===== config.mk =====
export PLATFORM = sky130hd
export DESIGN_NAME = lcd_bus_arbiter
export DESIGN_NICKNAME = d
export VERILOG_FILES = /design/src/rtl/lcd_pkg.sv /design/src/rtl/lcd_bus_arbiter_onehot.sv /design/src/rtl/lcd_bus_arbiter.sv
export SDC_FILE = /design/constraint.sdc
export NUM_CORES = 1
export LEC_CHECK = 0
export ABC_AREA = 1
export CAP_MARGIN = 20
export CORE_ASPECT_RATIO = 2
export CORE_MARGIN = 2
export CORE_UTILIZATION = 42
export DETAILED_ROUTE_END_ITERATION = 6
export PLACE_DENSITY = 0.72
export SLEW_MARGIN = 20
export SYNTH_ARGS = -nofsm -noshare
export SYNTH_HDL_FRONTEND = slang
export SYNTH_HIERARCHICAL = 1
export SYNTH_SLANG_ARGS = --single-unit

===== constraint.sdc =====
create_clock -name CLK -period 1.3 [get_ports CLK]
set_clock_uncertainty 0.05 [all_clocks]
set_input_delay 0.26 -clock CLK [delete_from_list [all_inputs] [get_ports CLK]]
set_output_delay 0.26 -clock CLK [all_outputs]
set_load 0.01 [all_outputs]

===== src/rtl/lcd_pkg.sv =====
// Shared LCD bus definitions: command bytes, arbiter state encoding and the
// registered output word, plus helpers that build NOP/command words.
package lcd_pkg;

    localparam logic [7:0] FUNC_SET   = 8'h38;
    localparam logic [7:0] DISP_ON    = 8'h0C;
    localparam logic [7:0] ENTRY_MODE = 8'h06;
    localparam logic [7:0] CLEAR      = 8'h01;
    localparam logic [7:0] IDLE_WORD  = 8'h02;

    typedef enum logic [1:0] {
        ST_INIT,
        ST_CLEAR,
        ST_RUN,
        ST_IDLE
    } state_t;

    typedef struct packed {
        logic       rw;
        logic       rs;
        logic [7:0] data;
        logic       e;
    } lcd_word_t;

    function automatic lcd_word_t lcd_nop(input logic [7:0] idle);
        lcd_word_t w;
        w.rw   = 1'b1;
        w.rs   = 1'b1;
        w.data = idle;
        w.e    = 1'b0;
        return w;
    endfunction

    function automatic lcd_word_t lcd_cmd(input logic [7:0] c);
        lcd_word_t w;
        w.rw   = 1'b0;
        w.rs   = 1'b0;
        w.data = c;
        w.e    = 1'b1;
        return w;
    endfunction

    function automatic logic [7:0] init_cmd(input logic [1:0] step);
        logic [7:0] c;
        case (step)
            2'd0:    c = FUNC_SET;
            2'd1:    c = DISP_ON;
            2'd2:    c = ENTRY_MODE;
            default: c = CLEAR;
        endcase
        return c;
    endfunction

endpackage


===== src/rtl/lcd_bus_arbiter_onehot.sv =====
// One-hot select decoder: index of the set bit plus a flag that exactly one
// bit is set. Index is meaningless when valid is low.
module onehot_to_index #(
    parameter int N     = 4,
    parameter int IDX_W = (N > 1) ? $clog2(N) : 1
) (
    input  logic [N-1:0]     sel,
    output logic [IDX_W-1:0] idx,
    output logic             valid
);

    // clearing the lowest set bit leaves zero only for a single-bit value
    assign valid = (sel != '0) && ((sel & (sel - N'(1))) == '0);

    always_comb begin
        idx = '0;
        for (int i = 0; i < N; i++) begin
            if (sel[i]) idx = idx | IDX_W'(i);
        end
    end

endmodule


===== src/rtl/lcd_bus_arbiter.sv =====
// Character-LCD write-bus owner: power-on init, clear on every mode change,
// then registered pass-through of the requester selected by one-hot MODE.
module lcd_bus_arbiter #(
    parameter int         N_REQ      = 4,
    parameter int         CLEAR_WAIT = 2,
    parameter logic [7:0] IDLE_WORD  = lcd_pkg::IDLE_WORD
) (
    input  logic                       CLK,
    input  logic                       RESET,
    input  logic [N_REQ-1:0]           MODE,
    input  logic [N_REQ-1:0]           REQ_RW,
    input  logic [N_REQ-1:0]           REQ_RS,
    input  logic [8*N_REQ-1:0]         REQ_DATA,
    output logic                       LCD_RW,
    output logic                       LCD_RS,
    output logic [7:0]                 LCD_DATA,
    output logic                       LCD_E,
    output logic                       BUSY,
    output logic [$clog2(N_REQ)-1:0]   GRANT
);
    import lcd_pkg::*;

    localparam int         IDX_W     = $clog2(N_REQ);
    localparam logic [3:0] WAIT_LAST = 4'(CLEAR_WAIT);

    state_t                     state, state_nx;
    logic [1:0]                 step, step_nx;
    logic [3:0]                 wcnt, wcnt_nx;
    logic [N_REQ-1:0]           cur_mode, cur_mode_nx;
    lcd_word_t                  word_nx;
    logic                       busy_nx;
    logic [IDX_W-1:0]           grant_nx;
    logic [IDX_W-1:0]           mode_idx;
    logic                       mode_ok;
    logic [N_REQ-1:0][7:0]      req_data;

    assign req_data = REQ_DATA;

    // Wherever the index is consumed, MODE equals cur_mode, so one decoder suffices.
    onehot_to_index #(.N(N_REQ), .IDX_W(IDX_W)) u_mode_dec (
        .sel   (MODE),
        .idx   (mode_idx),
        .valid (mode_ok)
    );

    always_comb begin
        state_nx    = state;
        step_nx     = step;
        wcnt_nx     = wcnt;
        cur_mode_nx = cur_mode;
        word_nx     = lcd_nop(IDLE_WORD);
        busy_nx     = 1'b0;
        grant_nx    = '0;
        case (state)
            ST_INIT: begin
                busy_nx = 1'b1;
                // wcnt==0 is the command phase, nonzero counts the settle NOPs
                if (wcnt == 4'd0) begin
                    word_nx = lcd_cmd(init_cmd(step));
                    if (step == 2'd3) wcnt_nx = 4'd1;
                    else              step_nx = step + 2'd1;
                end else if (wcnt != WAIT_LAST) begin
                    wcnt_nx = wcnt + 4'd1;
                end else begin
                    wcnt_nx     = 4'd0;
                    cur_mode_nx = MODE;
                    state_nx    = mode_ok ? ST_RUN : ST_IDLE;
                end
            end
            ST_CLEAR: begin
                busy_nx = 1'b1;
                if (MODE != cur_mode) begin
                    word_nx     = lcd_cmd(CLEAR);
                    cur_mode_nx = MODE;
                    wcnt_nx     = 4'd1;
                end else if (wcnt != WAIT_LAST) begin
                    wcnt_nx = wcnt + 4'd1;
                end else begin
                    wcnt_nx  = 4'd0;
                    state_nx = mode_ok ? ST_RUN : ST_IDLE;
                end
            end
            ST_RUN: begin
                if (MODE != cur_mode) begin
                    word_nx     = lcd_cmd(CLEAR);
                    busy_nx     = 1'b1;
                    cur_mode_nx = MODE;
                    wcnt_nx     = 4'd1;
                    state_nx    = ST_CLEAR;
                end else begin
                    word_nx.rw   = REQ_RW[mode_idx];
                    word_nx.rs   = REQ_RS[mode_idx];
                    word_nx.data = req_data[mode_idx];
                    word_nx.e    = ~REQ_RW[mode_idx];
                    grant_nx     = mode_idx;
                end
            end
            ST_IDLE: begin
                // invalid-to-invalid changes just track MODE without a clear
                cur_mode_nx = MODE;
                if (mode_ok) begin
                    word_nx  = lcd_cmd(CLEAR);
                    busy_nx  = 1'b1;
                    wcnt_nx  = 4'd1;
                    state_nx = ST_CLEAR;
                end
            end
        endcase
    end

    always_ff @(posedge CLK or negedge RESET) begin
        if (!RESET) begin
            state    <= ST_INIT;
            step     <= 2'd0;
            wcnt     <= 4'd0;
            cur_mode <= '0;
            LCD_RW   <= 1'b1;
            LCD_RS   <= 1'b1;
            LCD_DATA <= IDLE_WORD;
            LCD_E    <= 1'b0;
            BUSY     <= 1'b1;
            GRANT    <= '0;
        end else begin
            state    <= state_nx;
            step     <= step_nx;
            wcnt     <= wcnt_nx;
            cur_mode <= cur_mode_nx;
            LCD_RW   <= word_nx.rw;
            LCD_RS   <= word_nx.rs;
            LCD_DATA <= word_nx.data;
            LCD_E    <= word_nx.e;
            BUSY     <= busy_nx;
            GRANT    <= grant_nx;
        end
    end

endmodule


==> results_dict.tcl, run 1 <==
set metrics [dict create \
    dp.cells 416 \
    post-route-min-period_ps 1490 \
    first_pass_iters 6 \
    start_kind "flop" \
    stdcell_area_um2 3290 \
    fp-row-count 34 \
    drt-initial-drc-count 41 \
    grtUsageTotal_pct 25.0 \
    cp_data_required_time_ps 1420 \
    cap_violations 0 \
    critPathCaptureType "flop" \
    layout.nets 439 \
    synthTopCellsByArea "dfrtp_1 (29%), nand2_1 (16%), inv_1 (7.2%)" \
    rsz0062_at_grt "yes" \
    drtAntennaViolNets 0 \
    coreArea_um2 4340 \
    drv_slew 0 \
    grt_pass1_vias 2200 \
    regArea_um2 658 \
    root_buffer "clkbuf_8" \
    vdd_drop_max_mv 1.59 \
    final-instance-count-excl-fill 436 \
    multi_input_area_um2 1360 \
    ys_ff_latch 26 \
    syn_to_final_growth_pct 74.3 \
    leakage_nw 1.66 \
    diodes 0 \
    final_layout_size_suffix_gt1_share_pct 38.7 \
    syn-mean-instance-area_um2 6.81 \
    vias 2225 \
    p_clk_share_pct 10.8 \
    fin_util_pct 75.8 \
    power_frac_seq_pct 21.8 \
    synthCells 277 \
    die_area_um2 5080 \
    cts-buffers-inserted 3 \
    timing.fmax_mhz 670 \
    htreeDepth 1 \
    cts.sinks 26 \
    hp-class "input port to asynchronous set/reset pin" \
    p_sw_mw 2.88 \
    synth_area_leader_cell "dfrtp_1" \
    hold_viol 0 \
    grt-ovfl-total 0 \
    dpl.hpwl_mm 4.25 \
    gpl.final_weighted_congestion 0.876 \
    ios 60 \
    antenna_found_initial 0 \
    worst-r2r-setup-slack_ps -190 \
    cts.path.max_buffers 2 \
    numPortBuffers 59 \
    setup_viol 25 \
    tightestPinTransition_ps 289 \
    crit_fanout 4 \
    fillerInstances 325 \
    pwr-share-comb_pct 67.3 \
    synthesis.nets 333 \
    slew_headroom_pct 80.6 \
    dp_slack_ps -659 \
    path_clk_slew_ps 90 \
    status "finished, violations left" \
    postCtsHoldBufs 0 \
    clkLatencyLatePin_ps 280 \
    final_common_cell "nand2_1" \
    synth.distinct_cells 27 \
    fp.dieW_um 51.4 \
    ys_seq_area_share_pct 34.7 \
    powerDensity_nw_per_um2 1940 \
    vias_per_cell 5.10 \
    arrival_ps 1610 \
    yosysWarnings 6 \
    crit_type "flop to flop" \
    grt_max_degree 27 \
    violations "negative setup slack" \
    remaining_drc_errors 0 \
    power_switching_share_pct 45.1 \
    finalCritPeriodShare_pct 115 \
    placedInstanceArea_um2 2830 \
    p_int_mw 3.50 \
    start_util_pct 43.5 \
    wl_mm 6.43 \
    final_cell_mix "nand2_1 (62), clkdlybuf4s50_1 (41), buf_4 (38), nor2_1 (30), inv_1 (25)" \
    wire_per_inst_um 14.8 \
    worst_slack_ps -192 \
    power.total_mw 6.37 \
    fp.dieH_um 98.8 \
    synth_top_cell_area_share_pct 29.2 \
    cts_tree "yes" \
    grt_pass1_wl_mm 9.78 \
    syn-cell-area_um2 1890 \
]
-- layout make-up --
type / count / area share [%]
Timing Repair inverter: 1 / 0.152
Tap cell: 54 / 2.05
Multi-Input combinational cell: 203 / 41.2
Sequential cell: 26 / 20.0
Inverter: 40 / 5.40
Timing Repair Buffer: 108 / 29.0
Clock inverter: 1 / 0.913
Clock buffer: 3 / 1.26
-- cell usage after synthesis, drive strengths merged --
cell    count
nand3      18
ha         10
o211ai      1
inv        39
nor2       45
a21oi       7
dfrtp      22
dfstp       4
clkinv      1
nor3        5
clkbuf      1
buf         7
xor2        1
nand2      85
o22ai       5
o21bai      2
o21ai      23
nand3b      1
-- final timing paths --
| path | from | to | depth (start not counted) |
|---|---|---|---|
| hold reg to reg | cur_mode[0]$_DFFE_PN0P_ | cur_mode[0]$_DFFE_PN0P_ | 2 |
| max in group asynchronous | RESET | LCD_RS$_DFF_PN1_ | 2 |
| hold / removal | RESET | LCD_DATA[7]$_DFF_PN0_ | 2 |
| min in group CLK | MODE[0] | cur_mode[0]$_DFFE_PN0P_ | 4 |
| setup / recovery | state[1]$_DFFE_PN0P_ | state[1]$_DFFE_PN0P_ | 10 |
| setup reg to reg | state[1]$_DFFE_PN0P_ | state[1]$_DFFE_PN0P_ | 10 |
-- critical path, stage by stage (launching register included) --
cell,delay (ps)
dfrtp_2,460
ha_4,180
inv_4,50
nor2_4,180
inv_2,80
nand2_2,90
nor2_4,40
nand2_1,70
clkinv_2,60
nand3_1,70
nand2_1,50
-- flip-flops by register name, summed over array words and instances (netlist names) --
register,cells
wcnt,4
BUSY,1
LCD_E,1
LCD_RW,1
state,2
cur_mode,4
step,2
GRANT,2
LCD_RS,1
LCD_DATA,8
-- power groups by stage --
stage          clock network, mW  logic (mW)  registers (mW)
5_1_grt                    0.725        4.64            1.43
2_1_floorplan                  0        1.94            1.45
3_5_place_dp                   0        3.21            1.38
3_3_place_gp                   0        3.16            1.37
4_1_cts                    0.694        3.83            1.38
6_report                   0.689        4.29            1.39
-- repair_timing --
item / 4_1_cts / 5_1_grt
buffers inserted: 7 / 7
endpoints found under the setup margin: 40 / 26
cloned: 1 / 1
gates resized for setup: 89 / 36
pin swaps: 29 / 19
-- kinds of logic (layout without fill, tap and decap cells) --
family	count (synthesis)	in the layout	share of synthesized area (%)
xor gates and xnor gates	1	1	0.464
and+or+nand+nor	154	154	37.0
DFF	26	26	34.7
AOI/OAI and AO/OA	38	38	10.8
buffers and inverters	48	153	10.3
adders and majority gates	10	10	6.63
-- routing by layer --
metal	global-route usage (%)	wire length [µm]	vias up
li1	-	-	1066
met1	24.3	2240	1047
met2	49.1	3640	91
met3	3.64	314	21
met4	9.92	239	0
met5	0	0	-
-- stage by stage --
stage	hold WS (ps)	TNS, ps
2_1_floorplan	-85.6	-123
4_1_cts	292	-1210
3_5_place_dp	454	-14320
5_1_grt	291	-4850
6_report	286	-3160
3_3_place_gp	449	-13390
Note: power is estimated with default switching activity, not from simulation.
==> run 2, diff against run 1 <==
CORE_UTILIZATION = 30   (was 42)
HOLD_SLACK_MARGIN = 0.08   (was not set)
PLACE_DENSITY = 0.52   (was 0.72)
clock period = 1.75 ns   (was 1.3 ns; I/O delays follow)
==> results_dict.tcl, run 2 (synthesis results as in run 1) <==
set metrics [dict create \
    fillerInstances 643 \
    pwr-share-comb_pct 56.7 \
    grt_max_degree 27 \
    timing.rr.end "wcnt[2]$_DFFE_PN0P_" \
    endpoint "wcnt[2]$_DFFE_PN0P_" \
    path_depth 10 \
    path_delay_family "simple AND/OR/NAND/NOR gates" \
    layout.nets 413 \
    power.total_mw 3.94 \
    wl_mm 5.51 \
    antenna_found_initial 0 \
    crit_fanout 4 \
    final_layout_size_suffix_gt1_share_pct 18.0 \
    power_switching_share_pct 42.2 \
    critPathCaptureType "flop" \
    dpl.hpwl_mm 4.31 \
    vias_per_cell 4.44 \
    leakage_nw 1.50 \
    start_util_pct 31.2 \
    vdd_drop_max_mv 0.717 \
    crit_slowest_cell "dfrtp_1" \
    path_buf_inv 3 \
    drtAntennaViolNets 0 \
    cts_tree "yes" \
    reg2reg_depth 10 \
    cts.path.max_buffers 2 \
    hold_viol 0 \
    fp.dieH_um 116 \
    die_area_um2 6980 \
    final_common_cell "nand2_1" \
    cpPeakStageDelay_ps 440 \
    remaining_drc_errors 0 \
    cp_data_required_time_ps 1870 \
    ios 60 \
    crit_type "flop to flop" \
    slew_headroom_pct 76.2 \
    largest_reg_flops 8 \
    hp-class "input port to flop" \
    final_cell_mix "nand2_1 (76), clkdlybuf4s50_1 (51), nor2_1 (34), inv_1 (31)" \
    fin_util_pct 47.9 \
    worst_slack_ps 118 \
    cts.sinks 26 \
    clkLatencyLatePin_ps 270 \
    p_sw_mw 1.67 \
    power_frac_seq_pct 25.5 \
    regMostFlops "LCD_DATA" \
    whs_ps 370 \
    cap_violations 0 \
    regArea_um2 656 \
    drv_slew 0 \
    path_clk_slew_ps 70 \
    finalCritPeriodShare_pct 93.2 \
    grt_pass1_wl_mm 8.76 \
    status "complete, no violations" \
    postCtsHoldBufs 0 \
    diodes 0 \
    fp.dieW_um 60.1 \
    first_pass_iters 4 \
    tightestPinTransition_ps 357 \
    gpl.final_weighted_congestion 0.781 \
    coreArea_um2 6060 \
    start_kind "flop" \
    grt-ovfl-total 0 \
    top_regs "LCD_DATA (8), cur_mode (4), wcnt (4)" \
    vias 1953 \
    powerDensity_nw_per_um2 1360 \
    setup_viol 0 \
    timing.fmax_mhz 613 \
    root_buffer "clkbuf_16" \
    multi_input_area_um2 1080 \
    cts-buffers-inserted 3 \
    p_int_mw 2.28 \
    cp_cell_sequence "inv_1 -> ha_1 -> nand3_2 -> nor2_4 -> nor2_4 -> buf_4 -> nand3_1 -> nand2_1 -> nand2_1 -> inv_1" \
    startpoint "state[0]$_DFFE_PN0P_" \
    drt-initial-drc-count 86 \
    numPortBuffers 59 \
    p_clk_share_pct 17.8 \
    wire_per_inst_um 12.5 \
    grtUsageTotal_pct 16.9 \
    rsz0062_at_grt "no" \
    worst-r2r-setup-slack_ps 120 \
    htreeDepth 1 \
    fp-row-count 40 \
    timing.rr.start "state[0]$_DFFE_PN0P_" \
    syn_to_final_growth_pct 53.8 \
    grt_pass1_vias 1966 \
    arrival_ps 1750 \
    dp_slack_ps -314 \
    post-route-min-period_ps 1630 \
]
## run 2: what timing repair did
| action | CTS | global route |
|---|---|---|
| buffers inserted | 0 | 3 |
| setup endpoints to repair | 3 | 24 |
| gates cloned | 0 | 0 |
| endpoints found under the hold margin | 0 | 0 |
| pin swaps | 0 | 6 |
| resized for setup | 3 | 23 |
## run 2: final cells by class
type	count	area share, %
Clock buffer	3	2.59
Clock inverter	1	1.03
Inverter	40	5.30
Multi-Input combinational cell	203	37.2
Sequential cell	26	22.6
Tap cell	84	3.62
Timing Repair Buffer	83	27.7
## run 2: through the flow
stage | instances | TNS, ps | instance area [µm²]
2_1_floorplan | 277 | 0 | 1890
3_5_place_dp | 433 | -5570 | 2710
6_report | 440 | 0 | 2900
4_1_cts | 437 | 0 | 2820
5_1_grt | 440 | 0 | 2900
3_3_place_gp | 433 | -5320 | 2710
## run 2: how the worst min path moves through the flow
stage | from | endpoint | slack [ps] | cells past startpoint
after floorplan | RESET | GRANT[0]$_DFF_PN0_ | 4 | 0
after global placement | cur_mode[2]$_DFFE_PN0P_ | cur_mode[2]$_DFFE_PN0P_ | 450 | 2
after detailed placement | cur_mode[2]$_DFFE_PN0P_ | cur_mode[2]$_DFFE_PN0P_ | 450 | 2
after CTS | RESET | cur_mode[3]$_DFFE_PN0P_ | 420 | 2
after global routing | MODE[1] | cur_mode[1]$_DFFE_PN0P_ | 410 | 3
final | MODE[1] | cur_mode[1]$_DFFE_PN0P_ | 370 | 3
## run 2: tightest hold or removal path: stages
cell            delay [ps]
dlymetal6s2s_1         160
inv_1                   80
o21ai_1                 70
## run 2: metal layers
layer	GRT usage (%)	routed length, µm	vias to the layer above
li1	-	-	1022
met1	16.7	2110	871
met2	32.2	2990	53
met3	2.88	292	7
met4	7.56	121	0
met5	0	0	-
## run 2: power groups by stage
stage                     logic (mW)  registers, mW  clock network, mW
after global placement          2.10           1.02                  0
final                           2.24           1.01              0.701
after CTS                       2.11           1.01              0.722
after detailed placement        2.10           1.02                  0
after global routing            2.51           1.04              0.736
after floorplan                 1.29           1.06                  0
==> run 3, diff against run 2 <==
GPL_TIMING_DRIVEN = 0   (was not set)
==> results_dict.tcl, run 3 (synthesis results as in run 1) <==
set metrics [dict create \
    p_clk_share_pct 16.2 \
    status "complete, no violations" \
    ios 60 \
    gpl.final_weighted_congestion 0.784 \
    arrival_ps 1300 \
    fillerInstances 625 \
    start_util_pct 31.2 \
    vias 1850 \
    clkLatencyLatePin_ps 270 \
    timing.rr.end "wcnt[3]$_DFFE_PN0P_" \
    drtAntennaViolNets 0 \
    syn_to_final_growth_pct 43.6 \
    crit_fanout 1 \
    power.total_mw 3.54 \
    cts.sinks 26 \
    whs_path_depth 2 \
    crit_slowest_cell "clkdlybuf4s50_1" \
    start_kind "flop" \
    p_sw_mw 1.52 \
    cp_data_required_time_ps 1350 \
    cp_cell_sequence "clkdlybuf4s50_1" \
    drv_slew 0 \
    top_regs "LCD_DATA (8), cur_mode (4), wcnt (4)" \
    cpPeakStageDelay_ps 530 \
    grt_pass1_wl_mm 8.51 \
    leakage_nw 1.38 \
    final-instance-count-excl-fill 426 \
    critPathCaptureType "output port" \
    path_delay_family "buffers and inverters" \
    path_buf_inv 1 \
    finalCritPeriodShare_pct 97.4 \
    htreeDepth 1 \
    diodes 0 \
    power_switching_share_pct 43.0 \
    fp.dieW_um 60.1 \
    powerDensity_nw_per_um2 1310 \
    fin_util_pct 44.7 \
    p_int_mw 2.02 \
    final_common_cell "nand2_1" \
    hp-class "flop to flop" \
    final_layout_size_suffix_gt1_share_pct 12.6 \
    timing.rr.start "state[0]$_DFFE_PN0P_" \
    slew_headroom_pct 58.5 \
    tightestPinTransition_ps 622 \
    cts-buffers-inserted 3 \
    numPortBuffers 59 \
    final_cell_mix "nand2_1 (78), clkdlybuf4s50_1 (51), inv_1 (35), nor2_1 (35), dfrtp_1 (22)" \
    min_from "cur_mode[3]$_DFFE_PN0P_" \
    pwr-share-comb_pct 55.0 \
    timing.fmax_mhz 587 \
    first_pass_iters 4 \
    vias_per_cell 4.34 \
    cts.path.max_buffers 2 \
    hold_viol 0 \
    power_frac_seq_pct 28.8 \
    crit_type "flop to output port" \
    whs_ps 473 \
    fp.dieH_um 116 \
    grt-ovfl-total 0 \
    min_to "cur_mode[3]$_DFFE_PN0P_" \
    path_clk_slew_ps 70 \
    rsz0062_at_grt "no" \
    die_area_um2 6980 \
    regMostFlops "LCD_DATA" \
    grtUsageTotal_pct 16.4 \
    reg2reg_depth 9 \
    largest_reg_flops 8 \
    wl_mm 5.33 \
    post-route-min-period_ps 1700 \
    setup_viol 0 \
    coreArea_um2 6060 \
    dp.cells 420 \
    cap_violations 0 \
    setup_tns_ps 0 \
    worst-r2r-setup-slack_ps 190 \
    drt-initial-drc-count 63 \
    grt_max_degree 27 \
    grt_pass1_vias 1910 \
    layout.nets 399 \
    fp-row-count 40 \
    cts_tree "yes" \
    remaining_drc_errors 0 \
    dpl.hpwl_mm 4.24 \
    antenna_found_initial 0 \
    root_buffer "clkbuf_16" \
    vdd_drop_max_mv 0.594 \
    wire_per_inst_um 12.5 \
]
==> run 3: cell types whose count changed in the layout (fill, tap and decap cells not counted), sizes merged <==
cell          previous run  this run
bufinv                   1         0
clkinvlp                 1         0
dlymetal6s2s             7         2
inv                     38        39
dlygate4sd2              1         5
clkbuf                   3         5
dlygate4sd3              0         1
buf                     24         9
==> run 3: how the worst max path moves through the flow <==
| stage | from | to | slack (ps) | depth (start not counted) |
|---|---|---|---|---|
| floorplan | state[0]$_DFFE_PN0P_ | wcnt[2]$_DFFE_PN0P_ | 290 | 9 |
| global placement | MODE[2] | state[0]$_DFFE_PN0P_ | -470 | 12 |
| detailed placement | MODE[2] | state[0]$_DFFE_PN0P_ | -480 | 12 |
| CTS | LCD_RW$_DFF_PN1_ | LCD_RW | 20 | 1 |
| global route | state[0]$_DFFE_PN0P_ | state[0]$_DFFE_PN0P_ | 4 | 10 |
| finish | LCD_RS$_DFF_PN1_ | LCD_RS | 50 | 1 |
==> run 3: per-layer routing <==
metal | global-route usage (%) | wire (µm)
met4 | 7.85 | 140
met2 | 31.2 | 2900
met1 | 16.7 | 2030
met5 | 0 | 0
met3 | 2.10 | 263
==> run 3: power groups by stage <==
stage	registers [mW]	clock network (mW)	logic [mW]
floorplan	1.06	0	1.29
global placement	1.02	0	1.96
detailed placement	1.03	0	1.96
CTS	1.02	0.601	1.99
global route	1.05	0.621	2.22
finish	1.02	0.574	1.94
==> run 3: what timing repair did <==
item,in CTS,in global routing
resized for setup,13,3
hold buffers,1,0
buffers inserted,1,0
endpoints found under the hold margin,22,0
pin swaps,1,0
endpoints found under the setup margin,11,4
==> run 3: worst register-to-register path, delay by kind of cell (launching register included) <==
kind / cells / cell delay [ps]
adders and majority gates: 1 / 220
buffers and inverters: 4 / 480
DFF: 1 / 390
and+or+nand+nor: 4 / 320
==> run 3: cell type report <==
class / count / area, µm² / share of cell area, %
Tap cell: 84 / 105 / 3.88
Inverter: 40 / 150 / 5.54
Timing Repair Buffer: 61 / 602 / 22.2
Multi-Input combinational cell: 203 / 1060 / 39.1
Clock buffer: 4 / 88.8 / 3.28
Buffer: 8 / 48.8 / 1.80
Sequential cell: 26 / 656 / 24.2
==> run 3: stage by stage <==
stage | setup slack (ps) | instance area, µm²
floorplan | 294 | 1890
CTS | 16.1 | 2700
finish | 46.0 | 2710
global placement | -467 | 2580
detailed placement | -483 | 2580
global route | 3.86 | 2710
